$ cat src/rtl/req_arbiter_4.sv
// req_arbiter_4: four-requester arbiter with optional round-robin rotation and hold-timeout watchdog.
// Grants are registered; every release spends at least one cycle idle before the next grant.
module req_arbiter_4 #(
    parameter int unsigned MAX_HOLD = 8,
    parameter bit          RR_EN    = 1'b1
) (
    input  logic       clk,
    input  logic       rst_n,
    input  logic [3:0] req,
    input  logic       done,
    output logic [3:0] grant,
    output logic [1:0] grant_id,
    output logic       grant_valid,
    output logic       timeout
);
    typedef enum logic {IDLE, BUSY} state_t;
    localparam logic [7:0] HOLD_LAST = 8'(MAX_HOLD - 1);
    state_t     state_q;
    logic [3:0] grant_q;
    logic [1:0] grant_id_q;
    logic [1:0] last_id_q;
    logic [7:0] hold_cnt_q;
    logic [7:0] hold_cnt_d;
    logic       timeout_q;
    logic [1:0] start_id;
    logic [1:0] win_id;
    logic       rel_done;
    logic       rel_drop;
    logic       rel_hold;
    logic       release_now;
    // Search downward from start_id; the lowest offset that hits wins, so scan it last.
    always_comb begin
        start_id = RR_EN ? last_id_q - 2'd1 : 2'd3;
        win_id   = start_id;
        for (int k = 3; k >= 0; k--)
            if (req[start_id - 2'(k)]) win_id = start_id - 2'(k);
    end
    assign rel_done    = done;
    assign rel_drop    = ~req[grant_id_q];
    assign rel_hold    = (MAX_HOLD != 0) && (hold_cnt_q == HOLD_LAST);
    assign release_now = rel_done | rel_drop | rel_hold;
    assign hold_cnt_d  = (&hold_cnt_q) ? hold_cnt_q : hold_cnt_q + 8'd1;
    always_ff @(posedge clk or negedge rst_n) begin
        if (!rst_n) begin
            state_q    <= IDLE;
            grant_q    <= 4'b0000;
            grant_id_q <= 2'd0;
            last_id_q  <= 2'd0;
            hold_cnt_q <= 8'd0;
            timeout_q  <= 1'b0;
        end else begin
            timeout_q <= 1'b0;
            if (state_q == IDLE) begin
                if (|req) begin
                    grant_q    <= 4'b0001 << win_id;
                    grant_id_q <= win_id;
                    hold_cnt_q <= 8'd0;
                    state_q    <= BUSY;
                end
            end else if (release_now) begin
                grant_q    <= 4'b0000;
                grant_id_q <= 2'd0;
                last_id_q  <= grant_id_q;
                // Only a pure watchdog release is reported as a timeout.
                timeout_q  <= rel_hold & ~rel_done & ~rel_drop;
                state_q    <= IDLE;
            end else begin
                hold_cnt_q <= hold_cnt_d;
            end
        end
    end
    assign grant       = grant_q;
    assign grant_id    = grant_id_q;
    assign grant_valid = |grant_q;
    assign timeout     = timeout_q;
endmodule
$ cat config.mk
export PLATFORM = sky130hd
export DESIGN_NAME = req_arbiter_4
export DESIGN_NICKNAME = d
export VERILOG_FILES = /design/src/rtl/req_arbiter_4.sv
export SDC_FILE = /design/constraint.sdc
export NUM_CORES = 1
export LEC_CHECK = 0
export BUFFER_PORTS_ARGS = -buffer_cell sky130_fd_sc_hd__buf_2
export CAP_MARGIN = 10
export CORE_AREA = 2 2 55 44
export CTS_CLUSTER_SIZE = 8
export DETAILED_ROUTE_END_ITERATION = 8
export DIE_AREA = 0 0 57 46
export GPL_ROUTABILITY_DRIVEN = 0
export MAX_ROUTING_LAYER = met4
export PLACE_DENSITY = 0.69
export SYNTH_ARGS = -nofsm -noshare
export SYNTH_HDL_FRONTEND = slang
export SYNTH_SLANG_ARGS = --single-unit
$ cat constraint.sdc
create_clock -name clk -period 5.4 [get_ports clk]
set_input_delay 0.81 -clock clk [delete_from_list [all_inputs] [get_ports clk]]
set_output_delay 0.81 -clock clk [all_outputs]
set_load 0.05 [all_outputs]
==> summary.md, run 1 <==
| Metric | Value |
|---|---|
| Status | finished, final reports clean |
| Clock network power share | 13.8% |
| Internal | between 300 and 400 uW |
| Required time of the worst setup path | 5580 ps |
| Clock slew at reported path FFs | between 100 and 150 ps |
| Hpwl dp | 1.468 mm |
| Count of boundary I/O pins | 15 |
| Number of nets at the end of the flow | around 130 |
| Synthesized area per cell | around 9.8 um2 |
| Number of global-route vias before repair | roughly 780 |
| Max-cap violation count | 0 |
| Dominant synthesized flop cell | sky130_fd_sc_hd__dfrtp_1 |
| Switching Fraction | 47.54% |
| Maximum fanout encountered on the critical timing path | 7 |
| Setup Viol. Count Final | 0 |
| RR Startpoint | hold_cnt_q[5]$_DFFE_PN0P_ |
| Max Fclk | approximately 380 MHz |
| Fin crit period | approximately 2600 ps |
| Number of standard-cell rows in the floorplan | 15 |
| Path class of the lowest-slack min-delay path | in -> async |
| Number of cells produced by synthesis | between 100 and 150 |
| Share of the core filled with cells | between 50% and 60% |
| Wire length of the first global-routing pass | around 3.5 mm |
| Post-route setup slack | 2788 ps |
| Post-synth EDFFs | 0 |
| Post-Place Cell Area | between 1000 and 1500 um2 |
| Initial core utilization | about 46% |
| Kind of start point of the critical path | primary input |
| Clock sink total | 18 |
| Commonest non-fill, non-tap cell in the layout | sky130_fd_sc_hd__dfrtp_1 |
| Skew-Pair Late Insertion Delay | around 290 ps |
| Final wirelength | approximately 2.1 mm |
| Share of flip-flops with an asynchronous set or reset | between 90% and 100% |
| Layer with the highest usage | met2 |
| Proportion of layout cells with a drive suffix above 1 | a little under a quarter |
| Register-to-register path setup slack | around 3200 ps |
| Filler instances | 205 |
| Setup TNS after final layout | 0 ps |
| Setup slack at placement | 2521 ps |
| Worst-margin pin slew | 771.0 ps |
| Relative contribution of sequential cells to total power | around 36% |
| Number of buffers inserted for hold repair after clock tree synthesis | 0 |
| Die outline area | 2622 um2 |
| Kind of end point of the critical path | register |
| DR WL/cell | about 14 um |
| Final routed DRC violation total | 0 |
| Diodes inserted | 0 |
| GR Layer Usage met1 | 24.96% |
| Combinational power share | 50.1% |
| Number of max-slew violations in the final report | 0 |
| Met2 track utilization from global routing | between 20% and 30% |
| Final clock skew | approximately 2.3 ps |
| Number of distinct library cells after synthesis | 35 |
| Crit Path Category | in -> reg |
| Core Region | 2140 um2 |
| Critical path capture point | hold_cnt_q[0]$_DFFE_PN0P_ |
| Source of the critical timing path | req[1] |
| Met3 Usage GRT | 5.114% |
| CP cell instances | buf_2 > or4_4 > a222oi_1 > or3_1 > mux2_1 |
| H-tree level count | 1 |
| DR vias | around 830 |
| Post CTS Setup Buffer Count | 0 |
| Worst hold-check slack | ~420 ps |
| Slowest-stage cell, CP | sky130_fd_sc_hd__a222oi_1 |
| Max transition margin | roughly 50% |
| Maximum root-to-sink buffer count | 2 |
| Mapped Nets | 109 |
| Violation count after the first detailed-route iteration | 41 |
| Routed vias/inst | 5.785 |
| Pin count of the biggest net entering global routing | 19 |
| Filler-free cell count of the finished design | 144 |
| Number of resized instances in the post-cts repair step | 0 |
| Sequential cell area in the final layout | 450.4 um2 |
| Antenna Violating Nets Remaining | 0 |
| Number of I/O port buffers | 14 |
| Post-route clock period utilization | 48.37% |
| Peak ir drop on the vdd network | 0.4756 mV |
| TritonCTS clock tree | done |
| Antenna violations before repair | 0 |
| All-Layer GR Usage | between 15 and 20% |
| Power per cell area | between 500 and 600 nW/um2 |
| Number of register bits inferred by synthesis | 18 |
| Final hold violation count | 0 |
| Die span in x | between 50 and 60 um |
| Synth Cell Area | around 1000 um2 |
| Layout area overhead | 13.87% |
| Cell count of the worst reg-to-reg path | 4 |
| Vertical extent of the die | ~46 um |
| Most frequent cells in the layout | sky130_fd_sc_hd__dfrtp_1, sky130_fd_sc_hd__buf_2, sky130_fd_sc_hd__nor2_1 |
| Ys Warns | 0 |
| Cell Count Post-Placement | 140 |
| Total power of the final layout | around 600 uW |
| WP data arrival | approximately 2800 ps |
| Static Leakage | roughly 0.52 nW |
| Root Buffer | sky130_fd_sc_hd__clkbuf_4 |
| Reg-to-reg endpoint | hold_cnt_q[0]$_DFFE_PN0P_ |
| Sequential cell area fraction in the yosys report | a little under half |
| Number of iterations in the first detailed-routing pass | 4 |
| Net load switching power | between 200 and 300 uW |
| Multi-input gate area in the final layout | 526.8 um2 |
| Clock buffers created by TritonCTS | 3 |
| Maximum cell stage delay along the critical path | 730 ps |
| Global-route congestion overflow total | 0 |
| Post-Layout Inst Area | about 1100 um2 |
| Unrepaired setup endpoints after global routing | no |
==> layer usage <==
layer	up-vias	part of all wire, %
met3	5	6.1
met5	-	0
met1	381	49
met4	0	0.68
li1	416	-
met2	31	44
==> layout make-up <==
cell class	count	share of cell area, %
clock buffer	4	3.212
inverter	4	1.329
multi-input combinational	79	46.62
sequential	18	39.87
tap	25	2.769
timing repair buffer	14	6.202
==> synthesized netlist by cell type, drive strengths merged, types with 3 or more instances <==
master / count / share of area, %
or3: 3 / 2.1
xnor2: 4 / 3.5
nand2: 8 / 3.0
inv: 4 / 1.5
nand3: 4 / 2.0
a21oi: 3 / 1.5
or4: 4 / 3.8
o21ai: 7 / 3.5
mux2: 5 / 5.7
nor2: 12 / 4.5
dfrtp: 18 / 45
==> power groups by stage <==
| stage | combinational [mW] | sequential (mW) | clock (mW) |
|---|---|---|---|
| 6_report | 0.306 | 0.220 | 0.0842 |
| 5_1_grt | 0.332 | 0.227 | 0.0949 |
| 4_1_cts | 0.307 | 0.220 | 0.0867 |
| 3_5_place_dp | 0.303 | 0.223 | 0 |
| 3_3_place_gp | 0.301 | 0.219 | 0 |
| 2_1_floorplan | 0.173 | 0.280 | 0 |
==> critical path: cells and delay by family <==
family	cells	cell delay, ps
compound gates	1	730
buf+inv	1	130
simple gates	2	790
mux	1	330
==> cells by family after synthesis <==
logic type      share of synthesized area (%)
compound gates                          15.51
xor+xnor                                4.413
fa+ha+maj                               1.261
buf+inv                                 1.513
flops                                   45.40
mux                                     5.674
simple gates                            26.23
==> how the worst min path moves through the flow <==
stage | cells past startpoint | startpoint | end
2_1_floorplan | 2 | hold_cnt_q[1]$_DFFE_PN0P_ | hold_cnt_q[1]$_DFFE_PN0P_
3_3_place_gp | 1 | grant[3]$_DFFE_PN0P_ | grant[3]$_DFFE_PN0P_
3_5_place_dp | 1 | grant[2]$_DFFE_PN0P_ | grant[2]$_DFFE_PN0P_
4_1_cts | 1 | rst_n | hold_cnt_q[7]$_DFFE_PN0P_
5_1_grt | 1 | rst_n | grant[2]$_DFFE_PN0P_
6_report | 1 | rst_n | hold_cnt_q[4]$_DFFE_PN0P_
==> sequential cells by signal, indices dropped and copies added (netlist names) <==
signal      cells
timeout         1
state_q         1
grant           4
last_id_q       2
hold_cnt_q      8
grant_id        2
Note: power is estimated with default switching activity, not from simulation.
==> run 2: changes to the inputs <==
clock period = 2.71 ns   (was 5.4 ns; I/O delays follow)
==> summary.md, run 2 (synthesized netlist as in run 1, its figures left out) <==
| Metric | Value |
|---|---|
| CP cell instances | or4_1 > nor4_2 > or3_1 > mux2_1 |
| Worst hold-check slack | 19.51 ps (-399.5 ps) |
| Clock sink total | 18 (unchanged) |
| Post-Place Cell Area | 1101 um2 (+0.69%) |
| Number of flip-flops in the largest register | 8 (unchanged) |
| Maximum root-to-sink buffer count | 2 (unchanged) |
| DR WL/cell | 14.32 um (+0.42%) |
| Setup slack at placement | 499.1 ps (-2022 ps) |
| Wire length of the first global-routing pass | 3.394 mm (-3.9%) |
| Worst-margin pin slew | 726.2 ps (-44.81 ps) |
| Global-route congestion overflow total | 0 (unchanged) |
| Kind of end point of the critical path | register |
| Kind of start point of the critical path | register |
| Root Buffer | sky130_fd_sc_hd__clkbuf_4 |
| Largest register by flop count | hold_cnt_q |
| Setup TNS after final layout | 0 ps (unchanged) |
| Number of iterations in the first detailed-routing pass | 4 (unchanged) |
| Combinational power share | 50.8% (+0.7 points) |
| Cell Count Post-Placement | 141 (+0.71%) |
| Post-Layout Inst Area | 1137 um2 (+0.66%) |
| Pin count of the biggest net entering global routing | 19 (unchanged) |
| Max transition margin | 51.59% (+3.0 points) |
| Routed vias/inst | 5.807 (+0.38%) |
| Required time of the worst setup path | 2900 ps (-2680 ps) |
| Unrepaired setup endpoints after global routing | no |
| Multi-input gate area in the final layout | 526.8 um2 (unchanged) |
| Antenna violations before repair | 0 (unchanged) |
| Final wirelength | 2.076 mm (+1.1%) |
| Number of buffers inserted for hold repair after clock tree synthesis | 0 (unchanged) |
| Skew-Pair Late Insertion Delay | 290 ps (about the same) |
| Power per cell area | 1089 nW/um2 (+100%) |
| Total power of the final layout | 1.238 mW (+100%) |
| Crit Path Category | reg -> reg |
| Switching Fraction | 47.66% (+0.11 points) |
| Fin crit period | between 2000 and 2500 ps |
| Layout area overhead | 14.63% |
| Proportion of layout cells with a drive suffix above 1 | 24.17% (+0.64 points) |
| All-Layer GR Usage | 18.23% (-0.20 points) |
| Peak ir drop on the vdd network | 0.8137 mV (+71%) |
| Path class of the lowest-slack min-delay path | in -> async |
| Count of boundary I/O pins | 15 (unchanged) |
| Initial core utilization | 46.37% (unchanged) |
| Number of resized instances in the post-cts repair step | 0 (unchanged) |
| Post CTS Setup Buffer Count | 0 (unchanged) |
| Post-route clock period utilization | between 80% and 90% |
| Number of I/O port buffers | 14 (unchanged) |
| Internal | 648.2 uW (+100%) |
| Post-route setup slack | 521.7 ps (-2266 ps) |
| Clock buffers created by TritonCTS | 3 (unchanged) |
| Register-to-register path setup slack | 520 ps (-2660 ps) |
| Core Region | 2140 um2 (unchanged) |
| Static Leakage | 0.5260 nW (+0.93%) |
| Die span in x | 57 um (unchanged) |
| Share of the core filled with cells | 53.16% (+0.35 points) |
| Hpwl dp | 1.547 mm (+5.4%) |
| Clock network power share | 13.6% (-0.2 points) |
| Diodes inserted | 0 (unchanged) |
| DR vias | 842 (+1.1%) |
| Status | finished, final reports clean |
| Clock slew at reported path FFs | 110 ps (about the same) |
| Most frequent cells in the layout | sky130_fd_sc_hd__dfrtp_1, sky130_fd_sc_hd__buf_2, sky130_fd_sc_hd__nor2_1 |
| H-tree level count | 1 (unchanged) |
| Final routed DRC violation total | 0 (unchanged) |
| Net load switching power | 590.1 uW (+100%) |
| Number of standard-cell rows in the floorplan | 15 (unchanged) |
| Die outline area | 2622 um2 (unchanged) |
| Antenna Violating Nets Remaining | 0 (unchanged) |
| WP data arrival | 2380 ps (-420 ps) |
| Filler-free cell count of the finished design | 145 (+0.69%) |
| Filler instances | 203 (-0.98%) |
| Slowest-stage cell, CP | sky130_fd_sc_hd__or4_1 |
| TritonCTS clock tree | done |
| Maximum fanout encountered on the critical timing path | 7 (unchanged) |
| Relative contribution of sequential cells to total power | 35.6% (-0.5 points) |
| Number of max-slew violations in the final report | 0 (unchanged) |
| Setup Viol. Count Final | 0 (unchanged) |
| Number of global-route vias before repair | 761 (-2.9%) |
| Max Fclk | between 400 and 500 MHz |
| Commonest non-fill, non-tap cell in the layout | sky130_fd_sc_hd__dfrtp_1 |
| Sequential cell area in the final layout | 450.4 um2 (unchanged) |
| Max-cap violation count | 0 (unchanged) |
| Number of nets at the end of the flow | 129 (+0.78%) |
| Maximum cell stage delay along the critical path | 570 ps (-160 ps) |
| Vertical extent of the die | 46 um (unchanged) |
| Final clock skew | 2.950 ps (+0.6606 ps) |
| Violation count after the first detailed-route iteration | 41 (unchanged) |
| Final hold violation count | 0 (unchanged) |
-- run 2: cell count changes in the layout (fill, tap and decap cells not counted) --
cell	delta
sky130_fd_sc_hd__buf_4	+1
-- run 2: final cells by class --
class	count	area share (%)
multi-input combinational	79	46.31
sequential	18	39.60
timing repair buffer	15	6.821
clock buffer	4	3.190
tap	25	2.750
inverter	4	1.320
-- run 2: metal layers --
layer	vias up	GRT usage, %	routed length [um]
met5	-	-	0
met4	0	9.302	40
met3	4	4.261	90
met2	24	25.52	868
met1	394	24.69	1077
li1	420	-	-
-- run 2: power by group through the flow --
stage	combinational, mW	clock (mW)	sequential [mW]
2_1_floorplan	0.345	0	0.557
3_3_place_gp	0.614	0	0.438
3_5_place_dp	0.627	0	0.445
4_1_cts	0.630	0.174	0.439
5_1_grt	0.677	0.187	0.452
6_report	0.629	0.169	0.441
-- run 2: path summary, 6_finish.rpt --
kind	startpoint	end	depth (start not counted)
worst min register to register	grant[3]$_DFFE_PN0P_	grant[3]$_DFFE_PN0P_	1
min in group clk	grant[3]$_DFFE_PN0P_	grant[3]$_DFFE_PN0P_	1
worst max register to register	hold_cnt_q[4]$_DFFE_PN0P_	hold_cnt_q[0]$_DFFE_PN0P_	4
worst max-delay path	hold_cnt_q[4]$_DFFE_PN0P_	hold_cnt_q[0]$_DFFE_PN0P_	4
worst min-delay path	rst_n	hold_cnt_q[7]$_DFFE_PN0P_	1
max in group asynchronous	rst_n	state_q$_DFF_PN0_	1
-- run 2: critical path, delay by kind of cell (launching register included) --
family | cells | cell delay (ps)
muxes | 1 | 330
DFF | 1 | 440
and+or+nand+nor | 3 | 1310
==> run 3: changes to the inputs <==
clock period = 2.2 ns   (was 2.71 ns; I/O delays follow)
==> summary.md, run 3 (synthesized netlist as in run 1, its figures left out) <==
| Metric | Value |
|---|---|
| Wire length of the first global-routing pass | 3.456 mm (+1.8%) |
| Final routed DRC violation total | 0 (unchanged) |
| Clock buffers created by TritonCTS | 3 (unchanged) |
| Max-cap violation count | 0 (unchanged) |
| Die span in x | 57 um (unchanged) |
| Worst-margin pin slew | 605.8 ps (-120.3 ps) |
| Required time of the worst setup path | 2430 ps (-470 ps) |
| Power per cell area | 1302 nW/um2 (+20%) |
| All-Layer GR Usage | 18.61% (+0.38 points) |
| Number of standard-cell rows in the floorplan | 15 (unchanged) |
| Pin count of the biggest net entering global routing | 19 (unchanged) |
| Share of the core filled with cells | 56.67% (+3.5 points) |
| Number of flip-flops in the largest register | 8 (unchanged) |
| Layout area overhead | 22.19% |
| Die outline area | 2622 um2 (unchanged) |
| DR vias | 870 (+3.3%) |
| H-tree level count | 1 (unchanged) |
| Diodes inserted | 0 (unchanged) |
| Final hold violation count | 0 (unchanged) |
| Number of max-slew violations in the final report | 0 (unchanged) |
| Number of I/O port buffers | 14 (unchanged) |
| Proportion of layout cells with a drive suffix above 1 | 31.50% (+7.3 points) |
| Buffer and inverter count on the worst path | 0 (unchanged) |
| WP data arrival | 2320 ps (-60 ps) |
| Antenna Violating Nets Remaining | 0 (unchanged) |
| Register-to-register path setup slack | 110 ps (-420 ps) |
| Multi-input gate area in the final layout | 544.3 um2 (+3.3%) |
| Path class of the lowest-slack min-delay path | in -> async |
| Unrepaired setup endpoints after global routing | no |
| Kind of start point of the critical path | register |
| Vertical extent of the die | 46 um (unchanged) |
| Routed vias/inst | 5.724 (-1.4%) |
| Setup TNS after final layout | 0 ps (unchanged) |
| Global-route congestion overflow total | 0 (unchanged) |
| Root Buffer | sky130_fd_sc_hd__clkbuf_4 |
| Number of iterations in the first detailed-routing pass | 4 (unchanged) |
| Slowest-stage cell, CP | sky130_fd_sc_hd__or4_4 |
| Most frequent cells in the layout | sky130_fd_sc_hd__dfrtp_1, sky130_fd_sc_hd__buf_2, sky130_fd_sc_hd__nor2_1 |
| Commonest non-fill, non-tap cell in the layout | sky130_fd_sc_hd__dfrtp_1 |
| Maximum fanout encountered on the critical timing path | 7 (unchanged) |
| Post-route clock period utilization | 95.21% (+14 points) |
| Kind of cell with the highest combined delay on the critical path | simple AND/OR/NAND/NOR gates |
| Initial core utilization | 46.37% (unchanged) |
| Final wirelength | 2.168 mm (+4.4%) |
| Sequential cell area in the final layout | 452.9 um2 (+0.56%) |
| Filler instances | 208 (+2.5%) |
| Max Fclk | 477.4 MHz (+4.5%) |
| Count of boundary I/O pins | 15 (unchanged) |
| Max transition margin | 59.61% (+8.0 points) |
| Number of nets at the end of the flow | 136 (+5.4%) |
| Maximum root-to-sink buffer count | 2 (unchanged) |
| Core Region | 2140 um2 (unchanged) |
| Hpwl dp | 1.587 mm (+2.6%) |
| Number of global-route vias before repair | 769 (+1.1%) |
| CP cell instances | ha_2 > nand2_2 > nor4_4 > or4_4 > or3_2 > a21oi_2 |
| Static Leakage | 0.5573 nW (+6.0%) |
| DR WL/cell | 14.26 um (-0.38%) |
| Crit Path Category | reg -> reg |
| Clock sink total | 18 (unchanged) |
| Kind of end point of the critical path | register |
| Largest register by flop count | hold_cnt_q |
| TritonCTS clock tree | done |
| Fin crit period | 2095 ps (-93.57 ps) |
| Skew-Pair Late Insertion Delay | 290 ps (about the same) |
| Status | finished, final reports clean |
| Final clock skew | 3.003 ps (+0.05387 ps) |
| Setup Viol. Count Final | 0 (unchanged) |
| Antenna violations before repair | 0 (unchanged) |
| Violation count after the first detailed-route iteration | 25 (-39%) |
| Clock slew at reported path FFs | 100 ps (about the same) |
| Peak ir drop on the vdd network | 1.051 mV (+29%) |
| Maximum cell stage delay along the critical path | 570 ps (about the same) |
run 3: cell count changes in the layout (fill, tap and decap cells not counted), sizes merged:
cell / before / now
buf: 15 / 21
dlygate4sd3: 0 / 1
run 3: layer usage:
layer,GRT usage [%],up-vias,routed length (um)
met1,24.20,412,1079
met4,6.512,0,17
met2,27.59,22,961
met5,-,-,0
met3,5.966,4,109
li1,-,432,-
run 3: final timing paths:
check                                          start                   endpoint  cells after the start
setup reg to reg           hold_cnt_q[0]$_DFFE_PN0P_  hold_cnt_q[5]$_DFFE_PN0P_                      6
hold reg to reg                 grant[2]$_DFFE_PN0P_       grant[2]$_DFFE_PN0P_                      1
max in group asynchronous                      rst_n    grant_id[1]$_DFFE_PN0P_                      2
min in group clk                                done          timeout$_DFF_PN0_                      4
setup / recovery           hold_cnt_q[0]$_DFFE_PN0P_  hold_cnt_q[5]$_DFFE_PN0P_                      6
hold / removal                                 rst_n  hold_cnt_q[7]$_DFFE_PN0P_                      2
run 3: metrics by stage:
| stage | setup WS [ps] | instances | power (mW) | hold slack, ps | area [um2] |
|---|---|---|---|---|---|
| global route | 10.24 | 152 | 1.684 | 480.9 | 1212 |
| global placement | 102.8 | 147 | 1.342 | 281.7 | 1147 |
| detailed placement | 39.43 | 147 | 1.358 | 282.9 | 1147 |
| floorplan | 2.973 | 101 | 1.114 | 34.41 | 993.5 |
| finish | 105.3 | 152 | 1.578 | 476.3 | 1212 |
| CTS | 15.01 | 152 | 1.572 | 474.6 | 1194 |
run 3: layout make-up:
cell class | count | area share, %
multi-input cells | 79 | 44.89
flip-flops and latches | 18 | 37.36
repair buffers | 22 | 10.94
clock buffers | 4 | 2.993
well taps | 25 | 2.580
inverters | 4 | 1.238
run 3: timing repair:
action	CTS	global route
buffers inserted	0	0
endpoints found under the hold margin	18	0
gates resized for setup	0	5
hold buffers	1	0
endpoints found under the setup margin	0	2
run 3: report_power, final:
part           internal (mW)  switching, mW  leakage (nW)  total, mW
Combinational          0.309          0.520         0.301      0.830
Sequential             0.431          0.112         0.236      0.543
Clock                  0.101          0.105        0.0210      0.206
Total                  0.842          0.737         0.557       1.58
